`config.mk`:
```
export PLATFORM = sky130hd
export DESIGN_NAME = quantum_pc_controller
export DESIGN_NICKNAME = d
export VERILOG_FILES = /design/src/rtl/sched_pkg.sv /design/src/rtl/slice_counter.sv /design/src/rtl/quantum_pc_controller.sv
export SDC_FILE = /design/constraint.sdc
export NUM_CORES = 1
export LEC_CHECK = 0
export ABC_AREA = 1
export CAP_MARGIN = 20
export CORE_MARGIN = 3
export CORE_UTILIZATION = 57
export DETAILED_ROUTE_END_ITERATION = 12
export DONT_BUFFER_PORTS = 1
export PLACE_DENSITY = 0.75
export SYNTH_ARGS = -nofsm -noshare
export SYNTH_HDL_FRONTEND = slang
export SYNTH_SLANG_ARGS = --single-unit
export TNS_END_PERCENT = 30
```
`constraint.sdc`:
```
create_clock -name i_clock -period 2.2 [get_ports i_clock]
set_input_delay 0.66 -clock i_clock [delete_from_list [all_inputs] [get_ports i_clock]]
set_output_delay 0.66 -clock i_clock [all_outputs]
set_load 0.005 [all_outputs]
```
`src/rtl/sched_pkg.sv`:
```
// Shared scheduler definitions: FSM state codes, preemption cause codes and
// the default OS handler entry address.
package sched_pkg;

    typedef logic [1:0] state_t;

    localparam state_t ST_USER   = 2'd0;
    localparam state_t ST_SWITCH = 2'd1;
    localparam state_t ST_OS     = 2'd2;
    localparam state_t ST_RESUME = 2'd3;

    typedef logic [1:0] cause_t;

    localparam cause_t CAUSE_NONE    = 2'b00;
    localparam cause_t CAUSE_QUANTUM = 2'b01;
    localparam cause_t CAUSE_END     = 2'b10;

    localparam int OS_ENTRY_DEFAULT = 19;

    // end_proc wins when both triggers land in the same cycle
    function automatic cause_t trigger_cause(input logic end_proc, input logic expire);
        if (end_proc)
            return CAUSE_END;
        else if (expire)
            return CAUSE_QUANTUM;
        else
            return CAUSE_NONE;
    endfunction

endpackage

```
`src/rtl/slice_counter.sv`:
```
// Time-slice counter: counts retired instructions, flags quantum expiry and
// saturates at all-ones instead of wrapping.
module slice_counter
    import sched_pkg::*;
#(
    parameter int CNT_WIDTH = 5
) (
    input  logic                 i_clock,
    input  logic                 i_reset,
    input  logic                 i_count_en,
    input  logic                 i_clear,
    input  logic [CNT_WIDTH-1:0] i_quantum,
    output logic [CNT_WIDTH-1:0] o_count,
    output logic                 o_expire
);

    logic [CNT_WIDTH-1:0] r_count;
    logic                 w_sat;

    assign w_sat   = &r_count;
    // A quantum at or below the running count never matches, so it waits for the next slice
    assign o_expire = i_count_en && (i_quantum != '0)
                      && (r_count == (i_quantum - CNT_WIDTH'(1)));
    assign o_count  = r_count;

    always_ff @(posedge i_clock) begin
        if (i_reset)
            r_count <= '0;
        else if (i_clear)
            r_count <= '0;
        else if (i_count_en && !w_sat)
            r_count <= r_count + CNT_WIDTH'(1);
    end

endmodule

```
`src/rtl/quantum_pc_controller.sv`:
```
// Round-robin preemption controller: counts retired instructions per slice,
// redirects fetch to the OS handler on expiry/end_proc and back on os_done.
//
// state  | meaning
// USER   | user process running, slice counter active
// SWITCH | one-cycle redirect to OS_ENTRY
// OS     | OS handler running, waits for os_done
// RESUME | one-cycle redirect to latched resume PC
module quantum_pc_controller
    import sched_pkg::*;
#(
    parameter int PC_WIDTH        = 32,
    parameter int CNT_WIDTH       = 5,
    parameter int QUANTUM_DEFAULT = 20,
    parameter int OS_ENTRY        = OS_ENTRY_DEFAULT
) (
    input  logic                 i_clock,
    input  logic                 i_reset,
    input  logic                 i_instr_retire,
    input  logic                 i_end_proc,
    input  logic [PC_WIDTH-1:0]  i_pc_curr,
    input  logic                 i_os_done,
    input  logic [PC_WIDTH-1:0]  i_resume_pc,
    input  logic                 i_quantum_we,
    input  logic [CNT_WIDTH-1:0] i_quantum_in,
    output logic                 o_enable_so,
    output logic [PC_WIDTH-1:0]  o_pc_new,
    output logic                 o_pc_load,
    output logic [PC_WIDTH-1:0]  o_saved_pc,
    output logic [1:0]           o_cause,
    output logic [CNT_WIDTH-1:0] o_slice_count
);

    state_t                r_state;
    logic [CNT_WIDTH-1:0]  r_quantum;
    logic [PC_WIDTH-1:0]   r_saved_pc;
    logic [PC_WIDTH-1:0]   r_resume_pc;
    cause_t                r_cause;

    logic                  w_in_user;
    logic                  w_count_en;
    logic                  w_expire;
    logic                  w_trigger;
    logic                  w_clear;

    assign w_in_user  = (r_state == ST_USER);
    assign w_count_en = w_in_user && i_instr_retire;
    assign w_trigger  = w_in_user && (i_end_proc || w_expire);
    assign w_clear    = w_trigger || !w_in_user;

    slice_counter #(
        .CNT_WIDTH (CNT_WIDTH)
    ) u_slice_counter (
        .i_clock    (i_clock),
        .i_reset    (i_reset),
        .i_count_en (w_count_en),
        .i_clear    (w_clear),
        .i_quantum  (r_quantum),
        .o_count    (o_slice_count),
        .o_expire   (w_expire)
    );

    always_ff @(posedge i_clock) begin
        if (i_reset) begin
            r_state     <= ST_USER;
            r_quantum   <= CNT_WIDTH'(QUANTUM_DEFAULT);
            r_saved_pc  <= '0;
            r_resume_pc <= '0;
            r_cause     <= CAUSE_NONE;
        end else begin
            if (i_quantum_we)
                r_quantum <= i_quantum_in;
            case (r_state)
                ST_USER: begin
                    if (w_trigger) begin
                        r_state    <= ST_SWITCH;
                        r_saved_pc <= i_pc_curr;
                        r_cause    <= trigger_cause(i_end_proc, w_expire);
                    end
                end
                ST_SWITCH: r_state <= ST_OS;
                ST_OS: begin
                    if (i_os_done) begin
                        r_resume_pc <= i_resume_pc;
                        r_state     <= ST_RESUME;
                    end
                end
                ST_RESUME: begin
                    r_state <= ST_USER;
                    r_cause <= CAUSE_NONE;
                end
                default: r_state <= ST_USER;
            endcase
        end
    end

    // Outputs are gated by reset so an abandoned switch never leaks a redirect
    always_comb begin
        o_enable_so = 1'b0;
        o_pc_load   = 1'b0;
        o_pc_new    = i_pc_curr;
        if (!i_reset) begin
            case (r_state)
                ST_SWITCH: begin
                    o_enable_so = 1'b1;
                    o_pc_load   = 1'b1;
                    o_pc_new    = PC_WIDTH'(OS_ENTRY);
                end
                ST_OS: o_enable_so = 1'b1;
                ST_RESUME: begin
                    o_pc_load = 1'b1;
                    o_pc_new  = r_resume_pc;
                end
                default: ;
            endcase
        end
    end

    assign o_saved_pc = r_saved_pc;
    assign o_cause    = r_cause;

endmodule

```
==> results of run 1 <==
## through the flow
stage / cell area [um^2] / cells
2_1_floorplan: 3570 / 522
3_3_place_gp: 3640 / 575
3_5_place_dp: 3640 / 575
4_1_cts: 3850 / 590
5_1_grt: 4020 / 598
6_report: 4020 / 598
## per-layer routing
metal	vias up	wire [um]	track usage (%)
li1	1675	-	-
met1	1488	3730	27.8
met2	121	4360	40.2
met3	20	832	9.22
met4	2	170	8.49
met5	-	13	0
## cell usage in the layout, fill, tap and decap left out, types with 2 or more instances in the layout
master | netlist | layout
nor2_4 | 0 | 2
xor2_1 | 2 | 2
o21ai_0 | 96 | 71
ha_4 | 0 | 2
clkbuf_8 | 0 | 11
nand2_1 | 71 | 71
buf_6 | 3 | 3
clkbuf_16 | 0 | 2
buf_4 | 0 | 8
inv_2 | 1 | 2
o21ai_1 | 6 | 28
nand3_1 | 35 | 35
o21ai_2 | 0 | 3
nor2_1 | 144 | 142
a21oi_1 | 11 | 11
nand4_1 | 2 | 2
buf_12 | 0 | 5
dfxtp_2 | 0 | 2
ha_1 | 8 | 6
nand3_2 | 3 | 3
inv_1 | 26 | 24
dfxtp_1 | 78 | 75
## power groups by stage
stage / sequential (mW) / clock [mW] / combinational, mW
after floorplan: 1.94 / 0 / 1.12
after global placement: 1.98 / 0 / 1.38
after detailed placement: 2.00 / 0 / 1.42
after CTS: 1.97 / 1.11 / 1.44
after global routing: 2.03 / 1.18 / 2.10
final: 1.99 / 1.09 / 1.86
## layout make-up
type                            count  share of cell area, %
Clock buffer                       12                   3.86
Sequential cell                    78                   39.0
Clock inverter                      3                   1.09
Multi-Input combinational cell    383                   44.7
Timing Repair Buffer               18                   6.07
Tap cell                           75                   2.33
Inverter                           29                   2.90
## cell families after synthesis
logic type               Yosys count  share of synthesized area (%)
AND/OR/NAND/NOR                  259                           29.4
adder cells (fa/ha/maj)            8                           2.81
flip-flops                        78                           43.8
AO/OA/AOI/OAI                    114                           16.1
buffers and inverters             61                           7.34
XOR/XNOR                           2                          0.491
## synthesized netlist by cell type
cell type / instances / area [um^2]
nor2_1: 144 / 541
o21ai_0: 96 / 480
dfxtp_1: 78 / 1560
nand2_1: 71 / 267
nand3_1: 35 / 175
inv_1: 26 / 97.6
clkbuf_1: 21 / 78.8
a21oi_1: 11 / 55.1
ha_1: 8 / 100
o21ai_1: 6 / 30.0
buf_2: 3 / 15.0
buf_6: 3 / 33.8
clkbuf_2: 3 / 15.0
nand3_2: 3 / 30.0
buf_1: 2 / 7.51
nand2_2: 2 / 12.5
nand4_1: 2 / 12.5
xor2_1: 2 / 17.5
a21oi_2: 1 / 8.76
clkinv_1: 1 / 3.75
inv_2: 1 / 3.75
inv_4: 1 / 6.26
nor2_2: 1 / 6.26
or2_2: 1 / 6.26
## worst max-delay path by stage
stage            startpoint              to  slack, ns
4_1_cts          r_state[1]     o_pc_new[6]      0.006
5_1_grt          r_state[1]    o_pc_new[16]      -0.04
3_3_place_gp   r_quantum[0]  o_saved_pc[14]       0.21
3_5_place_dp   r_quantum[0]   o_saved_pc[3]       0.12
6_report         r_state[1]    o_pc_new[30]       0.03
2_1_floorplan       i_reset    o_pc_new[11]       0.05
## registers in the layout, indices dropped and copies added, names as in the netlist
register                 flops
r_quantum                    5
o_saved_pc                  32
o_cause                      2
u_slice_counter.o_count      5
r_resume_pc                 32
r_state                      2
## timing repair
item | 4_1_cts | 5_1_grt
setup endpoints to repair | 33 | 65
cloned | 0 | 3
pin swaps | 0 | 6
gates resized for setup | 4 | 41
buffers inserted | 0 | 5
==> flow_summary.yaml, run 1 <==
die:
  fp.dieW_um: 85.1
  fp.dieArea_um2: 7240
  die_h_um: 85.1
  coreArea_um2: 5990
  io_pins: 148
  initial_core_util_pct: 59.5
  rows: 28
final_layout:
  synthToLayoutAreaGrowth_pct: 12.7
  regArea_um2: 1570
  multiInputGateArea_um2: 1800
  diodes: 0
  fillers: 559
  utilization_pct: 67.1
  nets: 602
  drive_gt1_share_pct: 10.3
critical_path:
  path_depth: 7
  rr_worst_depth: 13
  cpMaxStageDelayCell: "dfxtp_4"
  r2r_start: "r_quantum[0]"
  criticalPathCategory: "flop to output port"
  rr_endpoint: "o_saved_pc[1]"
  crit_buf_inv: 3
  path_cells: "inv_4 -> ha_4 -> nor2_4 -> buf_12 -> buf_6 -> o21ai_1 -> nand2_1"
  critical_path.top_delay_family: "flip-flops"
  reg2reg_slack_ns: 0.24
  crit_required_ns: 1.54
  startpoint_type: "flop"
  max_stage_delay_ns: 0.39
  critPathArrivalTime_ns: 1.51
  endpoint_kind: "output port"
  crit_fanout: 7
route:
  dr.pass1.iters: 5
  post-route-drc-count: 0
  via_per_inst: 5.53
  via_count: 3306
  drt_wl_total_um: 9110
  avgRoutedWirePerCell_um: 15.2
  drt-initial-drc-count: 156
  ant_nets: 0
yosys:
  netlist_instances: 522
  ys_types: 24
  ys_seq_elements: 78
  syn_area_per_cell_um2: 6.83
  yosysWarnings: 0
  syn-num-nets: 605
  seq_area_frac_synth_pct: 43.8
  syn-cell-area_um2: 3560
sta:
  setup_slack_ns: 0.0273
  timing.final.crit_share_pct: 98.8
  rsz0062_at_grt: "true"
  worst_slew_pin_slew_ns: 0.450
  clock.fmax_mhz: 460
  finalSetupTns_ns: 0
  fin_crit_ns: 2.17
  setup_viol: 0
  drv_slew: 0
  hold_viol_final: 0
  skew_ns: 0.0142
  max_slew_margin_pct: 70.0
  hold_ws_ns: 0.396
hold_path:
  min_path_cells: 1
  holdPathEnd: "r_state[1]"
  hold_start: "i_reset"
  hold_path_class: "input port to flop"
power:
  total_leakage_power_nw: 1.68
  switching_share_pct: 37.1
  power_density_nw_per_um2: 1230
  power.net_switching_mw: 1.83
  pwr-share-comb_pct: 37.6
  vdd_ir_drop_max_v: 0.000648
  p_clk_share_pct: 22.0
  p_int_mw: 3.11
  fin_total_pwr_mw: 4.94
  p_seq_share_pct: 40.3
clock_network:
  htree_num_levels: 3
  cts_root_buf: "clkbuf_8"
  cts_tree: "built"
  cts_hold_buf: 0
  cts_max_path_buffers: 2
  cts_buffers: 9
  clock-sinks: 78
  worst_skew_pair.late_latency_ns: 0.35
  clk_pin_slew_worst_paths_ns: 0.07
placed_design:
  place_worst_setup_slack_ns: 0.120
  io_buffer_count: 0
  gp_congestion: 0.886
  hpwl_um: 6100
run:
  drv_cap: 0
global_route:
  grt_max_degree: 56
  antenna_found_initial: 1
  grt-ovfl-total: 0
  grt_pass1_vias: 2989
  grt_pass1_wl_um: 14000
  grtUsageTotal_pct: 23.9
outcome:
  outcome: "finished, final reports clean"
(Power assumes the default switching activity.)
==> inputs of run 2 (changes only) <==
==> constraint.sdc (replaced) <==
create_clock -name i_clock -period 2.2 [get_ports i_clock]
set_input_delay 0.33 -clock i_clock [delete_from_list [all_inputs] [get_ports i_clock]]
set_output_delay 0.33 -clock i_clock [all_outputs]
set_load 0.005 [all_outputs]
==> run 2 against run 1 <==
- clock power about the same
- largest power group unchanged
- via count decreased by 3.9%
- clock skew decreased by 0.0073 ns
- die area unchanged
- critical path type unchanged
==> flow_summary.yaml, run 2 (synthesis gave the netlist of run 1 again) <==
outcome:
  outcome: "finished, final reports clean"
die:
  rows: 28
  fp.dieArea_um2: 7240
  coreArea_um2: 5990
  die_h_um: 85.1
  initial_core_util_pct: 59.5
  fp.dieW_um: 85.1
  io_pins: 148
sta:
  fin_crit_ns: 2.03
  hold_viol_final: 0
  max_slew_margin_pct: 33.2
  drv_slew: 0
  setup_viol: 0
  skew_ns: 0.00690
  hold_ws_ns: 0.0540
  worst_slew_pin_slew_ns: 1.00
  finalSetupTns_ns: 0
  clock.fmax_mhz: 492
  timing.final.crit_share_pct: 92.4
  rsz0062_at_grt: "false"
route:
  wl_met2_um: 4060
  ant_nets: 0
  avgRoutedWirePerCell_um: 14.4
  via_per_inst: 5.40
  topRoutingLayerUsed: "met5"
  via_count: 3177
  post-route-drc-count: 0
  dr.pass1.iters: 4
  dr_wl_met3_um: 854
  wl_met1_um: 3440
  drt-initial-drc-count: 134
  drt_wl_total_um: 8460
power:
  total_leakage_power_nw: 1.59
  p_seq_share_pct: 43.9
  switching_share_pct: 37.4
  fin_total_pwr_mw: 4.48
  power_density_nw_per_um2: 1170
  vdd_ir_drop_max_v: 0.000640
  p_int_mw: 2.80
  power.net_switching_mw: 1.67
  p_clk_share_pct: 24.0
  pwr-share-comb_pct: 32.1
global_route:
  grt-ovfl-total: 0
  grtUsageTotal_pct: 23.5
  grt_max_degree: 80
  grt_pass1_vias: 3075
  antenna_found_initial: 1
  grt_pass1_wl_um: 13900
clock_network:
  cts_tree: "built"
  postCtsSetupBuffers: 0
  cts_buffers: 9
  worst_skew_pair.late_latency_ns: 0.34
  clk_pin_slew_worst_paths_ns: 0.08
  cts_root_buf: "clkbuf_8"
  cts_max_path_buffers: 2
  clock-sinks: 78
  htree_num_levels: 3
hold_path:
  min_path_cells: 1
  hold_path_class: "input port to flop"
final_layout:
  drive_gt1_share_pct: 6.82
  multiInputGateArea_um2: 1760
  layout_common_cells: "nor2_1, o21ai_0, dfxtp_1"
  diodes: 0
  fillers: 563
  final_common_cell: "nor2_1"
  nets: 591
  regArea_um2: 1560
  synthToLayoutAreaGrowth_pct: 7.06
  final_cells: 588
critical_path:
  rr_worst_depth: 13
  reg2reg_slack_ns: 0.20
  crit_required_ns: 1.87
  criticalPathCategory: "flop to output port"
  endpoint_kind: "output port"
  crit_fanout: 24
  critPathArrivalTime_ns: 1.70
  startpoint_type: "flop"
placed_design:
  hpwl_um: 6030
  place_inst: 572
  io_buffer_count: 0
  gp_congestion: 0.894
run:
  drv_cap: 0
-- run 2: critical path, cell delays in order (launching register included) --
cell and delay [ns]:
dfxtp_1 0.38, inv_1 0.10, ha_1 0.26, nor2_4 0.24, buf_12 0.19, o21ai_0 0.09
nand2_1 0.09
-- run 2: path summary, 6_finish.rpt --
check	endpoint	from
max	o_pc_new[5]	r_state[1]
min	o_cause[1]	i_reset
max reg2reg	o_saved_pc[17]	r_quantum[0]
min reg2reg	r_resume_pc[13]	r_resume_pc[13]
-- run 2: cell type report --
cell class,count,share of cell area [%]
clock buffers,11,3.70
clock inverters,5,1.54
inverters,29,2.98
multi-input cells,383,46.0
flip-flops and latches,78,40.9
well taps,75,2.46
repair buffers,7,2.36
-- run 2: power by group through the flow --
stage,registers (mW),logic [mW],clock network (mW)
3_5_place_dp,2.00,1.42,0
2_1_floorplan,1.94,1.12,0
3_3_place_gp,1.99,1.37,0
6_report,1.97,1.44,1.07
4_1_cts,1.97,1.43,1.10
5_1_grt,2.01,1.68,1.15
-- run 2: layer usage --
| layer | global-route usage (%) | vias to the layer above |
|---|---|---|
| li1 | - | 1649 |
| met1 | 26.7 | 1411 |
| met2 | 40.0 | 107 |
| met3 | 8.06 | 8 |
| met4 | 10.4 | 2 |
| met5 | 0 | - |
-- run 2: through the flow --
step / utilization (%) / setup WS (ns) / area [um^2]
2_1_floorplan: - / 0.448 / 3560
3_3_place_gp: 60.1 / 0.230 / 3600
5_1_grt: 63.7 / 0.0148 / 3820
4_1_cts: 63.5 / 0.0713 / 3810
6_report: 63.7 / 0.168 / 3820
3_5_place_dp: 60.1 / 0.0987 / 3600
-- run 2: timing repair --
action / CTS / global route
cloned: 0 / 0
endpoints found under the setup margin: 3 / 34
gates resized for setup: 1 / 3
hold buffers: 0 / 0
hold endpoints to repair: 0 / 0
